--- config.mk ---
export PLATFORM = sky130hd
export DESIGN_NAME = simd_mem_access_unit_flat
export DESIGN_NICKNAME = d
export VERILOG_FILES = /design/src/rtl/simd_mem_access_unit_if.sv /design/src/rtl/simd_mem_access_unit.sv /design/src/flat_wrapper.sv
export SDC_FILE = /design/constraint.sdc
export NUM_CORES = 1
export LEC_CHECK = 0
export ABC_AREA = 1
export BUFFER_PORTS_ARGS = -buffer_cell sky130_fd_sc_hd__buf_2
export CAP_MARGIN = 20
export CORE_AREA = 2 2 437 439
export CTS_CLUSTER_SIZE = 30
export DETAILED_ROUTE_END_ITERATION = 7
export DIE_AREA = 0 0 439 441
export HOLD_SLACK_MARGIN = 0.03
export PLACE_DENSITY_LB_ADDON = 0.05
export SKIP_LAST_GASP = 1
export SLEW_MARGIN = 10
export SYNTH_ARGS = -nofsm -noshare
export SYNTH_HDL_FRONTEND = slang
export SYNTH_SLANG_ARGS = --single-unit
--- constraint.sdc ---
create_clock -name clk -period 1.7 [get_ports clk]
set_input_delay 0.255 -clock clk [delete_from_list [all_inputs] [get_ports clk]]
set_output_delay 0.255 -clock clk [all_outputs]
set_load 0.02 [all_outputs]
--- src/rtl/simd_mem_access_unit_if.sv ---
// Request/response and dmem bus bundle for simd_mem_access_unit.
// The master side is the load/store path plus the RAM read data; the slave side is the unit.
interface simd_mem_access_unit_if #(
    parameter int unsigned ADDR_HI = 18
);
    logic                 req_valid;
    logic                 req_ready;
    logic                 req_we;
    logic                 req_vec;
    logic [31:0]          req_addr;
    logic [255:0]         req_wdata;
    logic                 resp_valid;
    logic                 resp_err;
    logic [255:0]         resp_rdata;
    logic [ADDR_HI-5:0]   address_RAM;
    logic [31:0]          byteena_RAM;
    logic [255:0]         writeData_RAM;
    logic                 rden_RAM;
    logic                 wren_RAM;
    logic [255:0]         readData_RAM;

    modport master (
        output req_valid, req_we, req_vec, req_addr, req_wdata, readData_RAM,
        input  req_ready, resp_valid, resp_err, resp_rdata,
               address_RAM, byteena_RAM, writeData_RAM, rden_RAM, wren_RAM
    );

    modport slave (
        input  req_valid, req_we, req_vec, req_addr, req_wdata, readData_RAM,
        output req_ready, resp_valid, resp_err, resp_rdata,
               address_RAM, byteena_RAM, writeData_RAM, rden_RAM, wren_RAM
    );
endinterface

--- src/rtl/simd_mem_access_unit.sv ---
// Memory-stage access controller: one scalar/vector load or store per transaction
// against a 256-bit dmem port with fixed read latency; one response per request.
module simd_mem_access_unit #(
    parameter int unsigned RD_LAT  = 2,
    parameter int unsigned ADDR_HI = 18
) (
    input logic                   clk,
    input logic                   reset,
    simd_mem_access_unit_if.slave mem
);
    typedef enum logic [1:0] {IDLE, ACCESS, WAIT, RESP} state_t;

    state_t             state, state_nxt;
    logic               we_q, we_nxt;
    logic               vec_q, vec_nxt;
    logic [2:0]         lane_q, lane_nxt;
    logic [1:0]         cnt_q, cnt_nxt;

    logic               ready_q;
    logic               resp_valid_q, resp_valid_nxt;
    logic               resp_err_q, resp_err_nxt;
    logic [255:0]       resp_rdata_q, resp_rdata_nxt;
    logic [ADDR_HI-5:0] addr_q, addr_nxt;
    logic [31:0]        be_q, be_nxt;
    logic [255:0]       wd_q, wd_nxt;
    logic               rden_q, rden_nxt;
    logic               wren_q, wren_nxt;

    logic               accept;
    logic               req_err;

    assign accept  = mem.req_valid & ready_q;
    assign req_err = (mem.req_vec && (mem.req_addr[4:0] != 5'd0)) ||
                     (!mem.req_vec && (mem.req_addr[1:0] != 2'd0)) ||
                     (mem.req_addr[31:ADDR_HI+1] != '0);

    // Outputs are registered from next-state values, so the strobe for an
    // accepted request is computed from the live request inputs in IDLE.
    always_comb begin
        state_nxt      = state;
        we_nxt         = we_q;
        vec_nxt        = vec_q;
        lane_nxt       = lane_q;
        cnt_nxt        = cnt_q;
        resp_valid_nxt = 1'b0;
        resp_err_nxt   = 1'b0;
        resp_rdata_nxt = '0;
        addr_nxt       = '0;
        be_nxt         = '0;
        wd_nxt         = '0;
        rden_nxt       = 1'b0;
        wren_nxt       = 1'b0;

        unique case (state)
            IDLE: begin
                if (accept) begin
                    we_nxt   = mem.req_we;
                    vec_nxt  = mem.req_vec;
                    lane_nxt = mem.req_addr[4:2];
                    if (req_err) begin
                        state_nxt      = RESP;
                        resp_valid_nxt = 1'b1;
                        resp_err_nxt   = 1'b1;
                    end else begin
                        state_nxt = ACCESS;
                        addr_nxt  = mem.req_addr[ADDR_HI:5];
                        if (mem.req_we) begin
                            wren_nxt = 1'b1;
                            if (mem.req_vec) begin
                                be_nxt = '1;
                                wd_nxt = mem.req_wdata;
                            end else begin
                                be_nxt = 32'h0000_000F << {mem.req_addr[4:2], 2'b00};
                                wd_nxt = {8{mem.req_wdata[31:0]}};
                            end
                        end else begin
                            rden_nxt = 1'b1;
                            be_nxt   = '1;
                        end
                    end
                end
            end
            ACCESS: begin
                if (we_q) begin
                    state_nxt      = RESP;
                    resp_valid_nxt = 1'b1;
                end else begin
                    state_nxt = WAIT;
                    cnt_nxt   = 2'(RD_LAT - 1);
                end
            end
            WAIT: begin
                if (cnt_q == 2'd0) begin
                    state_nxt      = RESP;
                    resp_valid_nxt = 1'b1;
                    if (vec_q) resp_rdata_nxt = mem.readData_RAM;
                    else       resp_rdata_nxt = {224'b0, mem.readData_RAM[{lane_q, 5'b0} +: 32]};
                end else begin
                    cnt_nxt = cnt_q - 2'd1;
                end
            end
            RESP: state_nxt = IDLE;
            default: state_nxt = IDLE;
        endcase
    end

    always_ff @(posedge clk) begin
        if (reset) begin
            state        <= IDLE;
            we_q         <= 1'b0;
            vec_q        <= 1'b0;
            lane_q       <= '0;
            cnt_q        <= '0;
            ready_q      <= 1'b0;
            resp_valid_q <= 1'b0;
            resp_err_q   <= 1'b0;
            resp_rdata_q <= '0;
            addr_q       <= '0;
            be_q         <= '0;
            wd_q         <= '0;
            rden_q       <= 1'b0;
            wren_q       <= 1'b0;
        end else begin
            state        <= state_nxt;
            we_q         <= we_nxt;
            vec_q        <= vec_nxt;
            lane_q       <= lane_nxt;
            cnt_q        <= cnt_nxt;
            ready_q      <= (state_nxt == IDLE);
            resp_valid_q <= resp_valid_nxt;
            resp_err_q   <= resp_err_nxt;
            resp_rdata_q <= resp_rdata_nxt;
            addr_q       <= addr_nxt;
            be_q         <= be_nxt;
            wd_q         <= wd_nxt;
            rden_q       <= rden_nxt;
            wren_q       <= wren_nxt;
        end
    end

    assign mem.req_ready     = ready_q;
    assign mem.resp_valid    = resp_valid_q;
    assign mem.resp_err      = resp_err_q;
    assign mem.resp_rdata    = resp_rdata_q;
    assign mem.address_RAM   = addr_q;
    assign mem.byteena_RAM   = be_q;
    assign mem.writeData_RAM = wd_q;
    assign mem.rden_RAM      = rden_q;
    assign mem.wren_RAM      = wren_q;
endmodule

--- src/flat_wrapper.sv ---
// flat-port wrapper written by rule: the top's interface ports become plain ports
module simd_mem_access_unit_flat 
#(
    parameter int unsigned RD_LAT  = 2,
    parameter int unsigned ADDR_HI = 18
)
  (clk, reset, mem_req_valid, mem_req_we, mem_req_vec, mem_req_addr, mem_req_wdata, mem_readData_RAM, mem_req_ready, mem_resp_valid, mem_resp_err, mem_resp_rdata, mem_address_RAM, mem_byteena_RAM, mem_writeData_RAM, mem_rden_RAM, mem_wren_RAM);
  simd_mem_access_unit_if #(.ADDR_HI(ADDR_HI)) mem_i ();
  input logic clk;
  input logic reset;
  input wire logic [$bits(mem_i.req_valid)-1:0] mem_req_valid;
  input wire logic [$bits(mem_i.req_we)-1:0] mem_req_we;
  input wire logic [$bits(mem_i.req_vec)-1:0] mem_req_vec;
  input wire logic [$bits(mem_i.req_addr)-1:0] mem_req_addr;
  input wire logic [$bits(mem_i.req_wdata)-1:0] mem_req_wdata;
  input wire logic [$bits(mem_i.readData_RAM)-1:0] mem_readData_RAM;
  output wire logic [$bits(mem_i.req_ready)-1:0] mem_req_ready;
  output wire logic [$bits(mem_i.resp_valid)-1:0] mem_resp_valid;
  output wire logic [$bits(mem_i.resp_err)-1:0] mem_resp_err;
  output wire logic [$bits(mem_i.resp_rdata)-1:0] mem_resp_rdata;
  output wire logic [$bits(mem_i.address_RAM)-1:0] mem_address_RAM;
  output wire logic [$bits(mem_i.byteena_RAM)-1:0] mem_byteena_RAM;
  output wire logic [$bits(mem_i.writeData_RAM)-1:0] mem_writeData_RAM;
  output wire logic [$bits(mem_i.rden_RAM)-1:0] mem_rden_RAM;
  output wire logic [$bits(mem_i.wren_RAM)-1:0] mem_wren_RAM;
  assign mem_i.req_valid = mem_req_valid;
  assign mem_i.req_we = mem_req_we;
  assign mem_i.req_vec = mem_req_vec;
  assign mem_i.req_addr = mem_req_addr;
  assign mem_i.req_wdata = mem_req_wdata;
  assign mem_i.readData_RAM = mem_readData_RAM;
  assign mem_req_ready = mem_i.req_ready;
  assign mem_resp_valid = mem_i.resp_valid;
  assign mem_resp_err = mem_i.resp_err;
  assign mem_resp_rdata = mem_i.resp_rdata;
  assign mem_address_RAM = mem_i.address_RAM;
  assign mem_byteena_RAM = mem_i.byteena_RAM;
  assign mem_writeData_RAM = mem_i.writeData_RAM;
  assign mem_rden_RAM = mem_i.rden_RAM;
  assign mem_wren_RAM = mem_i.wren_RAM;
  simd_mem_access_unit #(.RD_LAT(RD_LAT), .ADDR_HI(ADDR_HI)) u_core (.clk(clk), .reset(reset), .mem(mem_i));
endmodule
==> summary.txt <==
Route
  – Residual DRC count: 0
  – Drt pass-1 iters: 4
  – DR iter-0 viols: 600
  – Routed WL per cell: 22.0 um
  – Vias per cell: 3.26
  – Vias: 21400
  – Routed WL: 144000 um
  – Antenna Nets Post-Route: 0

Synth
  – Sequential share of the synthesized area: 0.537
  – Cell Area, Synth: 20400 um2
  – Ys flop type: dfxtp_1
  – Post-synth ARST share: 0
  – Synth cell count leaders: 548 x dfxtp_1, 334 x nor2_1, 298 x a21oi_1, 298 x inv_1, 203 x nor2_4
  – Synth Area per Inst: 9.04 um2
  – Share of the synthesized area in the top cell type: 0.537
  – Syn nets: 2817
  – Cell count after synthesis: 2262
  – FF+latch count, synth: 548
  – Post-synth EDFFs: 0
  – Synth Warn #: 0
  – Main area contributors after synthesis: dfxtp_1 54%, nor2_4 11%, a21oi_1 7.3%, nor2_1 6.1%, inv_1 5.5%
  – Post-synthesis cell type count: 24
  – Area leader, netlist: dfxtp_1
  – Most numerous cell in the Yosys netlist: dfxtp_1

Die
  – Initial core utilization: 0.108
  – Die height: 441 um
  – Die W: 439 um
  – IO Pins: 1112
  – FP Rows: 160
  – Core region area: 189000 um2
  – Die area: 194000 um2

Worst setup path
  – Worst EP arrival: 2.22 ns
  – Worst setup SP type: register
  – Critical path type: register to register
  – Crit path capture type: register
  – Crit path max fanout: 14
  – Worst path required time: 2.32 ns

Place
  – Buffers added on ports: 1111
  – Hpwl dp: 118000 um
  – Gpl congestion: 0.772
  – Pre-CTS setup slack: -0.122 ns

Power and ir drop
  – PwrDens: 994 nW/um2
  – Internal power: 0.0268 W
  – Leakage power: 18.1 nW
  – Combinational Power Share: 0.174
  – Max VDD drop: 0.693 mV
  – Sw frac: 0.293
  – Sequential Power Share: 0.349
  – NetSw: 0.0111 W
  – Clock power frac: 0.478

Clocking
  – # H-tree levels: 3
  – Worst-Skew Late Latency: 0.72 ns
  – Clock transition at path regs: 0.05 ns
  – CTS tree: built
  – CTS Sinks: 548
  – Max clock buf depth: 3
  – CTS buffer count: 84
  – Root buffer cell: clkbuf_16

GRT
  – GRT overflow: 0
  – All-Layer GR Usage: 0.144
  – Via count of the first global-routing pass: 22900
  – Largest net degree at the start of global routing: 58
  – First-pass GRT wire length: 193000 um
  – Initial antenna violation count: 52

Timing
  – Fin. max-slew vios: 0
  – Max-slew headroom: 0.342
  – Fmax: 624 MHz
  – RSZ-0062 raised after global routing: yes
  – Final Skew: 0.0455 ns
  – Final WS setup: 0.0972 ns
  – Setup_tns: 0 ns
  – Worst Tran Pin Value: 0.983 ns
  – Tmin final: 1.60 ns
  – Period utilization: 0.943
  – Final Hold Viols: 0
  – Endpoints failing setup: 0

Min path
  – Worst hold path type: input port to register

Finish
  – Fin util: 0.202
  – Fraction of layout cells with a size suffix above 1: 0.407
  – Area Growth Syn to Fin: 86.7%
  – Nets: 4527

Outcome
  – Status: completed

Job
  – Max_cap viols: 0
## logic make-up (layout without fill, tap and decap cells)
group | count (synthesis) | count (layout) | share of synthesized area
simple gates | 800 | 800 | 0.231
buf+inv | 463 | 2240 | 0.111
compound gates | 445 | 445 | 0.118
fa+ha+maj | 6 | 6 | 0.00367
flops | 548 | 548 | 0.537
other cells | 0 | 20 | 0
## layout make-up
| cell class | instances | area [um2] |
|---|---|---|
| multi-input cells | 1251 | 7280 |
| clock inverters | 29 | 347 |
| clock buffers | 124 | 2480 |
| diodes | 20 | 50.0 |
| inverters | 300 | 1130 |
| fillers | 21400 | 151000 |
| repair buffers | 1787 | 12700 |
| well taps | 2511 | 3140 |
| flip-flops and latches | 548 | 11000 |
## flip-flops by register name, summed over array words and instances (netlist names)
signal and flops:
u_core.mem.resp_rdata 256, u_core.mem.writeData_RAM 256, u_core.mem.address_RAM 14, u_core.mem.byteena_RAM 8
u_core.lane_q 3, u_core.cnt_q 2, u_core.state 2, u_core.mem.rden_RAM 1
u_core.mem.req_ready 1, u_core.mem.resp_err 1, u_core.mem.resp_valid 1, u_core.mem.wren_RAM 1
u_core.vec_q 1, u_core.we_q 1
## power groups by stage
stage                     combinational, W  clock [W]  sequential, W
after floorplan                    0.00259          0         0.0137
after global placement             0.00562          0         0.0135
after detailed placement           0.00555          0         0.0135
after CTS                          0.00676     0.0191         0.0132
after global routing               0.00734     0.0195         0.0132
final                              0.00659     0.0181         0.0132
## stage by stage
stage          instance area (um2)  instances  total power, W  hold slack [ns]
6_report                     38200       6570          0.0379            0.136
5_1_grt                      38100       6560          0.0401           0.0888
4_1_cts                      37900       6542          0.0391           0.0413
3_5_place_dp                 29700       5853          0.0191            0.469
3_3_place_gp                 29700       5853          0.0191            0.473
2_1_floorplan                20400       2262          0.0162            0.327
## per-layer routing
layer  GRT usage  part of all wire  vias to the layer above
met2       0.276              0.54                      708
met4      0.0386             0.024                        8
li1            -                 -                    10500
met1       0.150              0.37                     9980
met5           0           0.00033                        -
met3      0.0419             0.064                      214
## worst max-delay path: stages (launching register included)
cell     delay [ns]
dfxtp_1        0.31
inv_2          0.06
buf_6          0.10
ha_4           0.13
nand3_4        0.07
nor2_4         0.15
nand3_4        0.12
buf_16         0.18
buf_4          0.15
buf_16         0.17
nor2_1         0.09
## cell usage in the layout (no fill, tap or decap), drive strengths merged
master       Yosys  layout
clkinv           0      20
dfxtp          548     548
diode            0      20
ha               6       6
or2              1       1
o211ai          64      64
o21ai           75      75
dlygate4sd3      0     535
buf             98    1251
bufinv           0       5
nand2          143     143
clkbuf          65     125
nor2           557     557
a31oi            1       1
a21oi          298     298
o22ai            2       2
clkinvlp         0       1
nand3           99      99
inv            300     303
o31ai            5       5
## path summary, 6_finish.rpt
path,start,end,slack [ns],cells past startpoint
worst max-delay path,u_core.state[0],u_core.mem.writeData_RAM[177],0.1,10
worst min-delay path,mem_req_vec,u_core.mem.writeData_RAM[255],0.14,4
worst max register to register,u_core.state[0],u_core.mem.writeData_RAM[177],0.1,10
worst min register to register,u_core.cnt_q[0],u_core.cnt_q[0],0.50,2
## repair_timing
action                     in CTS  in global routing
pin swaps                       1                  4
hold endpoints to repair      547                  0
buffers inserted                1                  7
resized for setup               9                 27
setup endpoints to repair      97                404
hold buffers                  535                  0
cloned                          0                  1
Power figures use the tool's default switching activity.
